===== src/rtl/rv32i_axil_master_if.sv =====
// AXI4-Lite bus bundle between the core bridge (master) and a memory-mapped slave.
interface rv32i_axil_master_if #(
  parameter int ADDR_WIDTH = 32,
  parameter int DATA_WIDTH = 32
);
  logic [ADDR_WIDTH-1:0]   awaddr;
  logic [2:0]              awprot;
  logic                    awvalid, awready;
  logic [DATA_WIDTH-1:0]   wdata;
  logic [DATA_WIDTH/8-1:0] wstrb;
  logic                    wvalid, wready;
  logic [1:0]              bresp;
  logic                    bvalid, bready;
  logic [ADDR_WIDTH-1:0]   araddr;
  logic [2:0]              arprot;
  logic                    arvalid, arready;
  logic [DATA_WIDTH-1:0]   rdata;
  logic [1:0]              rresp;
  logic                    rvalid, rready;

  modport master (
    output awaddr, awprot, awvalid, wdata, wstrb, wvalid, bready,
           araddr, arprot, arvalid, rready,
    input  awready, wready, bresp, bvalid, arready, rdata, rresp, rvalid
  );
  modport slave (
    input  awaddr, awprot, awvalid, wdata, wstrb, wvalid, bready,
           araddr, arprot, arvalid, rready,
    output awready, wready, bresp, bvalid, arready, rdata, rresp, rvalid
  );
endinterface


===== src/rtl/rv32i_axil_master.sv =====
// Single-outstanding core memory port to AXI4-Lite master bridge.
// Optional watchdog on hung transactions: define AXI_TIMEOUT_EN.
module rv32i_axil_master #(
  parameter int         ADDR_WIDTH     = 32,
  parameter int         DATA_WIDTH     = 32,
  parameter logic [2:0] AXI_PROT       = 3'b000,
  parameter int         TIMEOUT_CYCLES = 1024
) (
  input  logic                    clk,
  input  logic                    rst_n,
  input  logic [ADDR_WIDTH-1:0]   mem_addr,
  input  logic [DATA_WIDTH-1:0]   mem_wdata,
  input  logic [DATA_WIDTH/8-1:0] mem_wstrb,
  input  logic                    mem_req,
  input  logic                    mem_we,
  output logic                    mem_ready,
  output logic                    mem_valid,
  output logic [DATA_WIDTH-1:0]   mem_rdata,
  output logic                    mem_err,
  rv32i_axil_master_if.master     m_axi
);

  typedef enum logic [2:0] {
    S_IDLE, S_WRITE, S_WRESP, S_READ, S_RRESP,
`ifdef AXI_TIMEOUT_EN
    S_DONE, S_DRAIN
`else
    S_DONE
`endif
  } state_t;

  state_t                  r_state;
  logic [ADDR_WIDTH-1:0]   r_addr;
  logic [DATA_WIDTH-1:0]   r_wdata, r_rdata;
  logic [DATA_WIDTH/8-1:0] r_wstrb;
  logic r_awvalid, r_wvalid, r_bready, r_arvalid, r_rready;
  logic r_aw_done, r_w_done, r_mem_valid, r_mem_err;

  logic w_accept, w_aw_hs, w_w_hs, w_b_hs, w_ar_hs, w_r_hs, w_aw_fin, w_w_fin;
  assign w_accept = (r_state == S_IDLE) && mem_req;
  assign w_aw_hs  = r_awvalid && m_axi.awready;
  assign w_w_hs   = r_wvalid  && m_axi.wready;
  assign w_b_hs   = r_bready  && m_axi.bvalid;
  assign w_ar_hs  = r_arvalid && m_axi.arready;
  assign w_r_hs   = r_rready  && m_axi.rvalid;
  assign w_aw_fin = r_aw_done || w_aw_hs;
  assign w_w_fin  = r_w_done  || w_w_hs;

`ifdef AXI_TIMEOUT_EN
  localparam int CW = $clog2(TIMEOUT_CYCLES + 1);
  logic [CW-1:0] r_cnt;
  logic          r_we;
  logic          w_busy, w_fin;
  assign w_busy = (r_state == S_WRITE) || (r_state == S_WRESP) ||
                  (r_state == S_READ)  || (r_state == S_RRESP);
  // Any handshake that moves the transaction forward a state cancels the timeout.
  assign w_fin  = ((r_state == S_WRITE) && w_aw_fin && w_w_fin) ||
                  ((r_state == S_READ)  && w_ar_hs) || w_b_hs || w_r_hs;
`else
  logic w_unused_tmo;
  assign w_unused_tmo = ^TIMEOUT_CYCLES;
`endif

  always_ff @(posedge clk) begin
    if (!rst_n) begin
      r_state     <= S_IDLE;
      r_addr      <= '0;
      r_wdata     <= '0;
      r_wstrb     <= '0;
      r_rdata     <= '0;
      r_awvalid   <= 1'b0;
      r_wvalid    <= 1'b0;
      r_bready    <= 1'b0;
      r_arvalid   <= 1'b0;
      r_rready    <= 1'b0;
      r_aw_done   <= 1'b0;
      r_w_done    <= 1'b0;
      r_mem_valid <= 1'b0;
      r_mem_err   <= 1'b0;
`ifdef AXI_TIMEOUT_EN
      r_cnt       <= '0;
      r_we        <= 1'b0;
`endif
    end else begin
      r_mem_valid <= 1'b0;
      r_mem_err   <= 1'b0;
      case (r_state)
        S_IDLE: if (w_accept) begin
          r_addr    <= mem_addr;
          r_wdata   <= mem_wdata;
          r_wstrb   <= mem_wstrb;
          r_aw_done <= 1'b0;
          r_w_done  <= 1'b0;
`ifdef AXI_TIMEOUT_EN
          r_we      <= mem_we;
          r_cnt     <= '0;
`endif
          if (mem_we) begin
            r_awvalid <= 1'b1;
            r_wvalid  <= 1'b1;
            r_state   <= S_WRITE;
          end else begin
            r_arvalid <= 1'b1;
            r_state   <= S_READ;
          end
        end
        S_WRITE: begin
          if (w_aw_hs) begin r_awvalid <= 1'b0; r_aw_done <= 1'b1; end
          if (w_w_hs)  begin r_wvalid  <= 1'b0; r_w_done  <= 1'b1; end
          if (w_aw_fin && w_w_fin) begin
            r_bready <= 1'b1;
            r_state  <= S_WRESP;
          end
        end
        S_WRESP: if (w_b_hs) begin
          r_bready    <= 1'b0;
          r_mem_valid <= 1'b1;
          r_mem_err   <= |m_axi.bresp;
          r_state     <= S_DONE;
        end
        S_READ: if (w_ar_hs) begin
          r_arvalid <= 1'b0;
          r_rready  <= 1'b1;
          r_state   <= S_RRESP;
        end
        S_RRESP: if (w_r_hs) begin
          r_rready    <= 1'b0;
          r_rdata     <= m_axi.rdata;
          r_mem_valid <= 1'b1;
          r_mem_err   <= |m_axi.rresp;
          r_state     <= S_DONE;
        end
        S_DONE: r_state <= S_IDLE;
`ifdef AXI_TIMEOUT_EN
        S_DRAIN: begin
          if (w_aw_hs) r_awvalid <= 1'b0;
          if (w_w_hs)  r_wvalid  <= 1'b0;
          if (w_ar_hs) r_arvalid <= 1'b0;
          if (w_b_hs || w_r_hs) begin
            r_bready <= 1'b0;
            r_rready <= 1'b0;
            r_state  <= S_IDLE;
          end
        end
`endif
        default: r_state <= S_IDLE;
      endcase
`ifdef AXI_TIMEOUT_EN
      // Overrides the case above: error completion now, swallow the late response in DRAIN.
      if (w_busy) begin
        r_cnt <= r_cnt + 1'b1;
        if (r_cnt == CW'(TIMEOUT_CYCLES - 1) && !w_fin) begin
          r_mem_valid <= 1'b1;
          r_mem_err   <= 1'b1;
          r_rdata     <= DATA_WIDTH'(32'hDEAD_BEEF);
          r_bready    <= r_we;
          r_rready    <= !r_we;
          r_state     <= S_DRAIN;
        end
      end
`endif
    end
  end

  assign mem_ready     = w_accept;
  assign mem_valid     = r_mem_valid;
  assign mem_err       = r_mem_err;
  assign mem_rdata     = r_rdata;
  assign m_axi.awaddr  = r_addr;
  assign m_axi.awprot  = AXI_PROT;
  assign m_axi.awvalid = r_awvalid;
  assign m_axi.wdata   = r_wdata;
  assign m_axi.wstrb   = r_wstrb;
  assign m_axi.wvalid  = r_wvalid;
  assign m_axi.bready  = r_bready;
  assign m_axi.araddr  = r_addr;
  assign m_axi.arprot  = AXI_PROT;
  assign m_axi.arvalid = r_arvalid;
  assign m_axi.rready  = r_rready;

endmodule


===== src/flat_wrapper.sv =====
// flat-port wrapper written by rule: the top's interface ports become plain ports
module rv32i_axil_master_flat 
#(
  parameter int         ADDR_WIDTH     = 32,
  parameter int         DATA_WIDTH     = 32,
  parameter logic [2:0] AXI_PROT       = 3'b000,
  parameter int         TIMEOUT_CYCLES = 1024
)
  (clk, rst_n, mem_addr, mem_wdata, mem_wstrb, mem_req, mem_we, mem_ready, mem_valid, mem_rdata, mem_err, m_axi_awaddr, m_axi_awprot, m_axi_awvalid, m_axi_wdata, m_axi_wstrb, m_axi_wvalid, m_axi_bready, m_axi_araddr, m_axi_arprot, m_axi_arvalid, m_axi_rready, m_axi_awready, m_axi_wready, m_axi_bresp, m_axi_bvalid, m_axi_arready, m_axi_rdata, m_axi_rresp, m_axi_rvalid);
  rv32i_axil_master_if #(.ADDR_WIDTH(ADDR_WIDTH), .DATA_WIDTH(DATA_WIDTH)) m_axi_i ();
  input  logic clk;
  input  logic rst_n;
  input  logic [ADDR_WIDTH-1:0] mem_addr;
  input  logic [DATA_WIDTH-1:0] mem_wdata;
  input  logic [DATA_WIDTH/8-1:0] mem_wstrb;
  input  logic mem_req;
  input  logic mem_we;
  output logic mem_ready;
  output logic mem_valid;
  output logic [DATA_WIDTH-1:0] mem_rdata;
  output logic mem_err;
  output wire logic [$bits(m_axi_i.awaddr)-1:0] m_axi_awaddr;
  output wire logic [$bits(m_axi_i.awprot)-1:0] m_axi_awprot;
  output wire logic [$bits(m_axi_i.awvalid)-1:0] m_axi_awvalid;
  output wire logic [$bits(m_axi_i.wdata)-1:0] m_axi_wdata;
  output wire logic [$bits(m_axi_i.wstrb)-1:0] m_axi_wstrb;
  output wire logic [$bits(m_axi_i.wvalid)-1:0] m_axi_wvalid;
  output wire logic [$bits(m_axi_i.bready)-1:0] m_axi_bready;
  output wire logic [$bits(m_axi_i.araddr)-1:0] m_axi_araddr;
  output wire logic [$bits(m_axi_i.arprot)-1:0] m_axi_arprot;
  output wire logic [$bits(m_axi_i.arvalid)-1:0] m_axi_arvalid;
  output wire logic [$bits(m_axi_i.rready)-1:0] m_axi_rready;
  input wire logic [$bits(m_axi_i.awready)-1:0] m_axi_awready;
  input wire logic [$bits(m_axi_i.wready)-1:0] m_axi_wready;
  input wire logic [$bits(m_axi_i.bresp)-1:0] m_axi_bresp;
  input wire logic [$bits(m_axi_i.bvalid)-1:0] m_axi_bvalid;
  input wire logic [$bits(m_axi_i.arready)-1:0] m_axi_arready;
  input wire logic [$bits(m_axi_i.rdata)-1:0] m_axi_rdata;
  input wire logic [$bits(m_axi_i.rresp)-1:0] m_axi_rresp;
  input wire logic [$bits(m_axi_i.rvalid)-1:0] m_axi_rvalid;
  assign m_axi_awaddr = m_axi_i.awaddr;
  assign m_axi_awprot = m_axi_i.awprot;
  assign m_axi_awvalid = m_axi_i.awvalid;
  assign m_axi_wdata = m_axi_i.wdata;
  assign m_axi_wstrb = m_axi_i.wstrb;
  assign m_axi_wvalid = m_axi_i.wvalid;
  assign m_axi_bready = m_axi_i.bready;
  assign m_axi_araddr = m_axi_i.araddr;
  assign m_axi_arprot = m_axi_i.arprot;
  assign m_axi_arvalid = m_axi_i.arvalid;
  assign m_axi_rready = m_axi_i.rready;
  assign m_axi_i.awready = m_axi_awready;
  assign m_axi_i.wready = m_axi_wready;
  assign m_axi_i.bresp = m_axi_bresp;
  assign m_axi_i.bvalid = m_axi_bvalid;
  assign m_axi_i.arready = m_axi_arready;
  assign m_axi_i.rdata = m_axi_rdata;
  assign m_axi_i.rresp = m_axi_rresp;
  assign m_axi_i.rvalid = m_axi_rvalid;
  rv32i_axil_master #(.ADDR_WIDTH(ADDR_WIDTH), .DATA_WIDTH(DATA_WIDTH), .AXI_PROT(AXI_PROT), .TIMEOUT_CYCLES(TIMEOUT_CYCLES)) u_core (.clk(clk), .rst_n(rst_n), .mem_addr(mem_addr), .mem_wdata(mem_wdata), .mem_wstrb(mem_wstrb), .mem_req(mem_req), .mem_we(mem_we), .mem_ready(mem_ready), .mem_valid(mem_valid), .mem_rdata(mem_rdata), .mem_err(mem_err), .m_axi(m_axi_i));
endmodule

===== config.mk =====
export PLATFORM = sky130hd
export DESIGN_NAME = rv32i_axil_master_flat
export DESIGN_NICKNAME = d
export VERILOG_FILES = /design/src/rtl/rv32i_axil_master_if.sv /design/src/rtl/rv32i_axil_master.sv /design/src/flat_wrapper.sv
export SDC_FILE = /design/constraint.sdc
export NUM_CORES = 1
export LEC_CHECK = 0
export BUFFER_PORTS_ARGS = -buffer_cell sky130_fd_sc_hd__buf_2
export CORE_ASPECT_RATIO = 1.75
export CORE_MARGIN = 1.5
export CORE_UTILIZATION = 44
export CTS_CLUSTER_DIAMETER = 40
export DETAILED_ROUTE_END_ITERATION = 7
export PLACE_DENSITY = 0.8
export SLEW_MARGIN = 25
export SYNTH_ARGS = -nofsm -noshare
export SYNTH_HDL_FRONTEND = slang
export SYNTH_SLANG_ARGS = --single-unit

===== constraint.sdc =====
create_clock -name clk -period 1.6 [get_ports clk]
set_input_delay 0.08 -clock clk [delete_from_list [all_inputs] [get_ports clk]]
set_output_delay 0.08 -clock clk [all_outputs]
set_load 0.005 [all_outputs]

Yosys cells after proc, flatten, opt, wreduce, memory -nomap -nowiden --
Cells that the tools add are included.
Storage, ports and cells: register bits after elaboration 112, input port bits 113, output and inout port bits 146, logic and storage cells 87
Cells by class: mux-type cells 34, reductions and logical operators 26, eq/ne operators 13
Operators by type and width (count):
- 1-bit two-way mux | 18
- 1-bit one-hot mux with 2 select lines | 9
- 3-bit two-way mux | 5
- 3-bit one-hot mux with 5 select lines | 1
- 2-bit by 1-bit inequality test with 1-bit output, second input constant | 6
- 3-bit AND reduction | 4
- 4-bit AND reduction | 3
- 2-bit nonzero test | 4
- 1-bit logical AND | 7
- 3-bit by 2-bit equality test with 1-bit output, second input constant | 2
- 2-bit inequality test, second input constant | 3
- 5-bit AND reduction | 1
- 2-bit AND reduction | 2
- 2-bit OR reduction | 2
- 3-bit by 1-bit equality test with 1-bit output, second input constant | 1
- 3-bit equality test, second input constant | 1
- 3-bit zero test | 1
- 1-bit logical OR | 2
- 2-bit two-way mux | 1

Depth between registers and ports, before layout --
Gate-level depths: netlist of run 1.
depth in word-level cells 5, depth in mapped cells 8, mapped depth without buffers 6

Least setup slack after synthesis of run 1 --
OpenSTA, ideal clock, no wires.
kind flip-flop to flip-flop, start register u_core.r_state[2], end register u_core.r_awvalid, in the netlist u_core.m_axi.awvalid, data arrival time 1.325 ns, clock period less this slack 1.439 ns, stages on the path, launching flop included 6, path buffers 1, setup time 0.115 ns, setup slack 0.161 ns, required time 1.485 ns, cell sequence dfxtp_1 buf_6 or4_4 a21oi_1 o2bb2ai_1 and2_1
On the way: word-level cells in the longest chain between the ends 4, elaborated cells on any way between the ends 9, those cells by class 4 x eq/ne; 1 x mux; 4 x reduce/logical
Ends and longest elaborated chain:
- start: declaration | line rv32i_axil_master.sv:32 | state_t r_state;
- start signal: assignment | line rv32i_axil_master.sv:66 | r_state <= S_IDLE;
- start signal: assignment | line rv32i_axil_master.sv:101 | r_state <= S_WRITE;
- start signal: assignment | line rv32i_axil_master.sv:104 | r_state <= S_READ;
- 3-bit zero test | line rv32i_axil_master.sv:40, rv32i_axil_master.sv:87
- 1-bit logical AND | line rv32i_axil_master.sv:40 | assign w_accept = (r_state == S_IDLE) && mem_req;
- 2-bit inequality test (no line)
- 4-bit AND reduction (no line)
- end signal: assignment | line rv32i_axil_master.sv:71 | r_awvalid <= 1'b0;
- end signal: assignment | line rv32i_axil_master.sv:99 | r_awvalid <= 1'b1;
- end signal: assignment | line rv32i_axil_master.sv:108 | if (w_aw_hs) begin r_awvalid <= 1'b0; r_aw_done <= 1'b1; end
- end: declaration | line rv32i_axil_master.sv:36 | logic r_awvalid, r_wvalid, r_bready, r_arvalid, r_rready;
Parallel ways exist; a longest one is shown, timed or not. A chain may end at the register's enable or synchronous reset.

Final worst setup path of run 1 --
start register u_core.r_state[2], end output mem_ready
On the way: word-level cells in the longest chain between the ends 2
Ends and longest elaborated chain:
- 3-bit zero test | line rv32i_axil_master.sv:40
- 1-bit logical AND | line rv32i_axil_master.sv:40
- end: declaration | line flat_wrapper.sv:18 | output logic mem_ready;
No other way between the ends.

==> run_results.csv, run 1 <==
group,metric,value,unit
global_route,grt_usage,0.247,
yosys,yosysWarnings,0,
yosys,synth_area,0.00459,mm^2
outcome,run_status,"finished, final reports clean",
detailed_routing,wire_per_inst,14.3,um
clock_tree,clockBufferDepth,2,
setup_path,endpoint_kind,"output pin",
setup_path,cp-start-kind,"register",
setup_path,max_stage_delay,360,ps
finish,fillers,776,
setup_path,cp-startpoint,"u_core.r_state[2]",
yosys,synth-edff-count,0,
finish,finalNonFillerCells,985,
global_route,grt_max_degree,53,
yosys,synthCells,549,
floorplan,die-height,138,um
setup_path,crit_type,"reg2out",
detailed_routing,drc_errors,0,
pwr,power.density,1180,mW/mm^2
global_route,grt_pass1_wl,21700,um
clock_tree,clock_latency,350,ps
global_route,first_global_vias,4722,
clock_tree,root_buffer,"clkbuf_16",
setup_path,r2r_cells,6,
detailed_routing,finalWirelength,14100,um
floorplan,io_pins,259,
hold_path,worstHoldStart,"mem_addr[30]",
sta,fin_crit,1510,ps
yosys,yosysMostFrequentCell,"nand2_1",
detailed_routing,drtIter0Drc,213,
yosys,ys_top_cells_by_count,"nand2_1 (212), dfxtp_1 (112), a21boi_0 (72)",
yosys,syn_area_per_cell,8.36,um^2
sta,period_share,0.941,
pwr,ir_worst_vdd,964,uV
floorplan,core_area,0.0102,mm^2
placement,place.port_buffers,252,
placement,place_hpwl,9000,um
setup_path,cp_data_required_time,1520,ps
floorplan,start_util,0.448,
placement,place_congestion,0.816,
global_route,antenna_found_initial,1,
yosys,synth_top_area_frac,0.489,
placement,dp_cells,874,
yosys,synth.largest_area_cell,"dfxtp_1",
finish,final_layout_size_suffix_gt1_frac,0.342,
clock_tree,cts_made_buffers,9,
sta,rsz0062_at_grt,"false",
sta,setup_tns,0,ps
yosys,synth-seq-cells,112,
sta,hold_viol_final,0,
setup_path,crit_path_top_delay_cell,"dfxtp_2",
detailed_routing,viasPerCell,4.94,
yosys,synth_cell_types,38,
sta,final_max_slew_viol_count,0,
pwr,leakage,3.27,nW
setup_path,path_cells,"nor3_2 > nand2_2 > inv_4 > buf_8 > buf_2",
hold_path,hp-class,"in2reg",
clock_tree,path_clk_slew,70,ps
sta,finalSetupViolations,0,
floorplan,die-width,80.2,um
sta,whs,4.50,ps
detailed_routing,first_pass_iters,4,
floorplan,rows,49,
yosys,synth_seq_area_share,0.489,
hold_path,min_path_cells,3,
sta,finClkSkew,7.92,ps
job,cap_violations,0,
yosys,synth_flop_cell,"dfxtp_1",
floorplan,die-area,0.0111,mm^2
yosys,asyncSetResetFlopFracSynth,0,
detailed_routing,via_count,4869,
setup_path,worst-path-max-fanout,16,
setup_path,crit_arrival,1430,ps
clock_tree,cts_num_sinks,112,
sta,max_freq,664,MHz
clock_tree,cts.htree.levels,3,
finish,syn2layout_area_growth,51.7,%
finish,finalNetCount,966,
global_route,overflow,0,
clock_tree,tritoncts,"built",
detailed_routing,ant_nets,0,
yosys,ys_top_cells_by_area,"dfxtp_1 (49%), nand2_1 (17%), a21boi_0 (12%)",
setup_path,reg2reg_from,"u_core.r_state[2]",
power breakdown:
group | switching [mW] | total [mW] | internal [mW] | leakage, nW
registers | 0.316 | 3.51 | 3.19 | 0.914
logic | 1.42 | 2.66 | 1.24 | 2.22
clock network | 0.994 | 2.06 | 1.07 | 0.134
cell type report:
cell class | count | area (um^2) | area share
tap | 127 | 159 | 0.0228
multi-input combinational | 366 | 1910 | 0.275
inverter | 2 | 10.0 | 0.00144
clock inverter | 5 | 40.0 | 0.00575
timing repair buffer | 362 | 2360 | 0.339
clock buffer | 10 | 229 | 0.0329
antenna | 1 | 2.50 | 0.000360
sequential | 112 | 2250 | 0.323
layout by cell type (no fill, tap or decap), drive strengths merged, types with 2 or more instances in the layout:
master	netlist	final
nand2	213	213
nor3b	2	2
a21boi	102	102
and2	2	2
buf	53	267
inv	2	5
mux2i	2	2
o211ai	2	2
clkinv	0	2
a21oi	5	5
a31oi	3	3
dfxtp	112	112
nor2	6	6
clkbuf	21	10
dlygate4sd3	0	95
o2bb2ai	2	2
o21ai	4	4
conb	1	6
nand3	3	3
nor3	3	3
flip-flops by register name (all words and copies together), names as in the netlist, 3 cells and up:
name	cells
u_core.r_state	3
u_core.m_axi.araddr	32
u_core.m_axi.wstrb	4
u_core.mem_rdata	32
u_core.m_axi.wdata	32
routing by layer:
metal | routed length (um) | track usage | vias to the layer above | share of wire
met5 | 0 | 0 | - | 0
met4 | 560 | 0.124 | 0 | 0.040
met3 | 868 | 0.0548 | 50 | 0.062
met2 | 7680 | 0.472 | 228 | 0.54
met1 | 4980 | 0.235 | 2259 | 0.35
li1 | - | - | 2332 | -
final timing paths:
kind | to | slack, ps
worst max-delay path | mem_ready | 90
worst min-delay path | u_core.m_axi.araddr[30] | 4
worst max register to register | u_core.m_axi.wdata[21] | 130
worst min register to register | u_core.mem_rdata[23] | 450
per-stage QoR:
| stage | cell area [um^2] | util | total power, mW | setup WS, ps |
|---|---|---|---|---|
| floorplan | 4610 | - | 5.11 | 161 |
| global placement | 5710 | 0.558 | 5.82 | 196 |
| detailed placement | 5710 | 0.558 | 5.93 | 128 |
| CTS | 6940 | 0.678 | 8.19 | 31.1 |
| global route | 6960 | 0.680 | 8.72 | 1.71 |
| finish | 6960 | 0.680 | 8.23 | 94.7 |
what timing repair did:
item                                    in CTS  in global routing
endpoints found under the setup margin       1                  5
hold endpoints to repair                    95                  0
gates resized for setup                      1                  7
setup buffers                                0                  0
gates cloned                                 0                  0
hold buffers                                95                  0
pin swaps                                    0                  1
worst max-delay path: cells and delay by family, from the launching register on:
family / cells / cell delay [ps]
buf+inv: 3 / 380
flops: 1 / 360
simple gates: 2 / 330
logic make-up after synthesis:
| family | Yosys count | share of synthesized area |
|---|---|---|
| AO/OA/AOI/OAI | 123 | 0.198 |
| XOR/XNOR | 1 | 0.00191 |
| buffers and inverters | 76 | 0.101 |
| flip-flops | 112 | 0.489 |
| multiplexers | 2 | 0.00436 |
| other | 1 | 0.000817 |
| AND/OR/NAND/NOR | 234 | 0.205 |
(Power assumes the default switching activity.)
==> inputs of run 2 (changes only) <==
--- a/config.mk
+++ b/config.mk
@@ -5,13 +5,14 @@
 export SDC_FILE = /design/constraint.sdc
 export NUM_CORES = 1
 export LEC_CHECK = 0
+export ABC_AREA = 1
 export BUFFER_PORTS_ARGS = -buffer_cell sky130_fd_sc_hd__buf_2
 export CORE_ASPECT_RATIO = 1.75
 export CORE_MARGIN = 1.5
-export CORE_UTILIZATION = 44
+export CORE_UTILIZATION = 39
 export CTS_CLUSTER_DIAMETER = 40
 export DETAILED_ROUTE_END_ITERATION = 7
-export PLACE_DENSITY = 0.8
+export PLACE_DENSITY = 0.76
 export SLEW_MARGIN = 25
 export SYNTH_ARGS = -nofsm -noshare
 export SYNTH_HDL_FRONTEND = slang
==> constraint.sdc (replaced) <==
create_clock -name clk -period 1.2 [get_ports clk]
set_input_delay 0.06 -clock clk [delete_from_list [all_inputs] [get_ports clk]]
set_output_delay 0.06 -clock clk [all_outputs]
set_load 0.005 [all_outputs]
==> run_results.csv, run 2 <==
group,metric,value,unit
outcome,run_status,"finished, violations left",
outcome,violations,"negative setup slack",
placement,placed_cell_area,0.00564,mm^2
sta,hold_viol_final,0,
job,cap_violations,0,
setup_path,reg2reg_from,"u_core.r_state[2]",
yosys,synth.largest_area_cell,"dfxtp_1",
detailed_routing,drtIter0Drc,174,
clock_tree,path_clk_slew,70,ps
floorplan,die-height,144,um
setup_path,cp-start-kind,"register",
pwr,switching_share,0.358,
detailed_routing,first_pass_iters,5,
floorplan,die-area,0.0120,mm^2
pwr,power.switching,5.18,mW
clock_tree,cts_made_buffers,9,
global_route,overflow,0,
pwr,leakage,3.97,nW
pwr,p_comb_frac,0.441,
sta,fin_crit,1360,ps
clock_tree,tritoncts,"built",
pwr,clock_power_share,0.211,
yosys,yosysMostFrequentCell,"nor2_1",
hold_path,hp-class,"in2reg",
yosys,syn_area_per_cell,7.65,um^2
finish,syn2layout_area_growth,84.5,%
floorplan,rows,51,
yosys,synth_seq_area_share,0.509,
sta,setup_ws,-158,ps
finish,layout_commonest_cell,"buf_2",
finish,multi_input_area,0.00232,mm^2
sta,max_freq,737,MHz
clock_tree,root_buffer,"clkbuf_16",
global_route,first_global_vias,5010,
setup_path,cp-startpoint,"u_core.r_state[2]",
sta,final_max_slew_viol_count,0,
detailed_routing,drc_errors,0,
placement,place_ws,-129,ps
setup_path,crit_arrival,1590,ps
clock_tree,clockBufferDepth,2,
yosys,ys_top_cells_by_count,"nor2_1 (149), dfxtp_1 (112), nand2_1 (93)",
finish,fin_area,0.00814,mm^2
hold_path,worstHoldStart,"m_axi_rresp[1]",
placement,place_congestion,0.839,
yosys,synth-edff-count,0,
finish,final_layout_size_suffix_gt1_frac,0.516,
yosys,synthCells,576,
detailed_routing,finalWirelength,18000,um
sta,finalSetupViolations,111,
global_route,grt_usage,0.254,
yosys,yosysWarnings,0,
pwr,p_int,9.29,mW
yosys,synth-seq-cells,112,
yosys,synth_area,0.00441,mm^2
clock_tree,cts.htree.levels,3,
pwr,p_seq_frac,0.349,
pwr,power,14.5,mW
floorplan,die-width,83.4,um
pwr,ir_worst_vdd,1080,uV
yosys,synth_top_area_frac,0.509,
placement,place_hpwl,8350,um
finish,finalNetCount,1035,
detailed_routing,via_count,5311,
sta,finClkSkew,8.06,ps
detailed_routing,viasPerCell,5.02,
global_route,grt_pass1_wl,24300,um
pwr,power.density,1780,mW/mm^2
setup_path,crit_type,"reg2reg",
finish,final_util,0.737,
yosys,synth_cell_types,25,
clock_tree,cts_num_sinks,112,
finish,regArea,0.00225,mm^2
detailed_routing,wire_per_inst,17.0,um
finish,mostFrequentLayoutCells,"buf_2 (251), dfxtp_1 (109), dlygate4sd3_1 (100), nor2_1 (82), nand2_1 (59)",
setup_path,worst-path-max-fanout,11,
placement,place.port_buffers,252,
floorplan,io_pins,259,
yosys,synth_flop_cell,"dfxtp_1",
sta,period_share,1.13,
floorplan,start_util,0.399,
sta,setup_tns,-10360,ps
sta,rsz0062_at_grt,"true",
setup_path,cp_data_required_time,1430,ps
global_route,grt_max_degree,42,
yosys,asyncSetResetFlopFracSynth,0,
global_route,antenna_found_initial,1,
finish,fillers,714,
setup_path,endpoint_kind,"register",
detailed_routing,ant_nets,0,
floorplan,core_area,0.0110,mm^2
yosys,ys_top_cells_by_area,"dfxtp_1 (51%), nor2_1 (13%), nand2_1 (7.9%)",
clock_tree,clock_latency,340,ps
-- run 2: cells by family after synthesis --
family | count (synthesis) | synth area share
simple gates | 268 | 0.248
buf+inv | 85 | 0.117
flops | 112 | 0.509
compound gates | 110 | 0.126
other cells | 1 | 0.000850
-- run 2: final timing paths --
path | slack [ps] | cells past startpoint | end
setup / recovery | -160 | 8 | u_core.m_axi.wdata[27]
hold / removal | 10 | 3 | u_core.mem_err
setup reg to reg | -160 | 8 | u_core.m_axi.wdata[27]
hold reg to reg | 460 | 2 | u_core.m_axi.bready
-- run 2: layout make-up --
type | count | share of cell area
multi-input cells | 384 | 0.285
well taps | 132 | 0.0203
clock buffers | 10 | 0.0294
repair buffers | 400 | 0.371
clock inverters | 5 | 0.00784
diodes | 1 | 0.000308
flip-flops and latches | 112 | 0.277
inverters | 15 | 0.00938
-- run 2: worst max-delay path, cell delays in order, from the launching register on --
cell     delay, ps
dfxtp_4        360
nor2_4         140
nand2_4         90
nor2_8         130
buf_6          140
inv_12          70
buf_16         160
nor2_2          90
nor2_1          60
-- run 2: what timing repair did --
action	4_1_cts	5_1_grt
gates cloned	6	9
endpoints found under the setup margin	112	103
gates resized for setup	108	119
hold buffers	100	0
pin swaps	14	31
endpoints found under the hold margin	100	0
buffers inserted	10	2
-- run 2: power groups by stage --
stage / clock, mW / combinational [mW] / sequential, mW
4_1_cts: 3.13 / 5.53 / 5.00
3_5_place_dp: 0 / 3.87 / 5.03
2_1_floorplan: 0 / 2.42 / 5.07
5_1_grt: 3.25 / 6.85 / 5.13
3_3_place_gp: 0 / 3.80 / 5.02
6_report: 3.05 / 6.38 / 5.05
-- run 2: routing by layer --
layer  track usage  wire (um)  up-vias
li1              -          -     2480
met1         0.250       6230     2513
met2         0.509      10100      266
met3        0.0592       1180       52
met4        0.0877        499        0
met5             0          0        -
-- run 2: stage by stage --
step / std cells / hold slack [ps]
after global placement: 916 / 279
after global routing: 1059 / 11.3
final: 1059 / 10.9
after detailed placement: 916 / 290
after CTS: 1047 / 23.2
after floorplan: 581 / 187
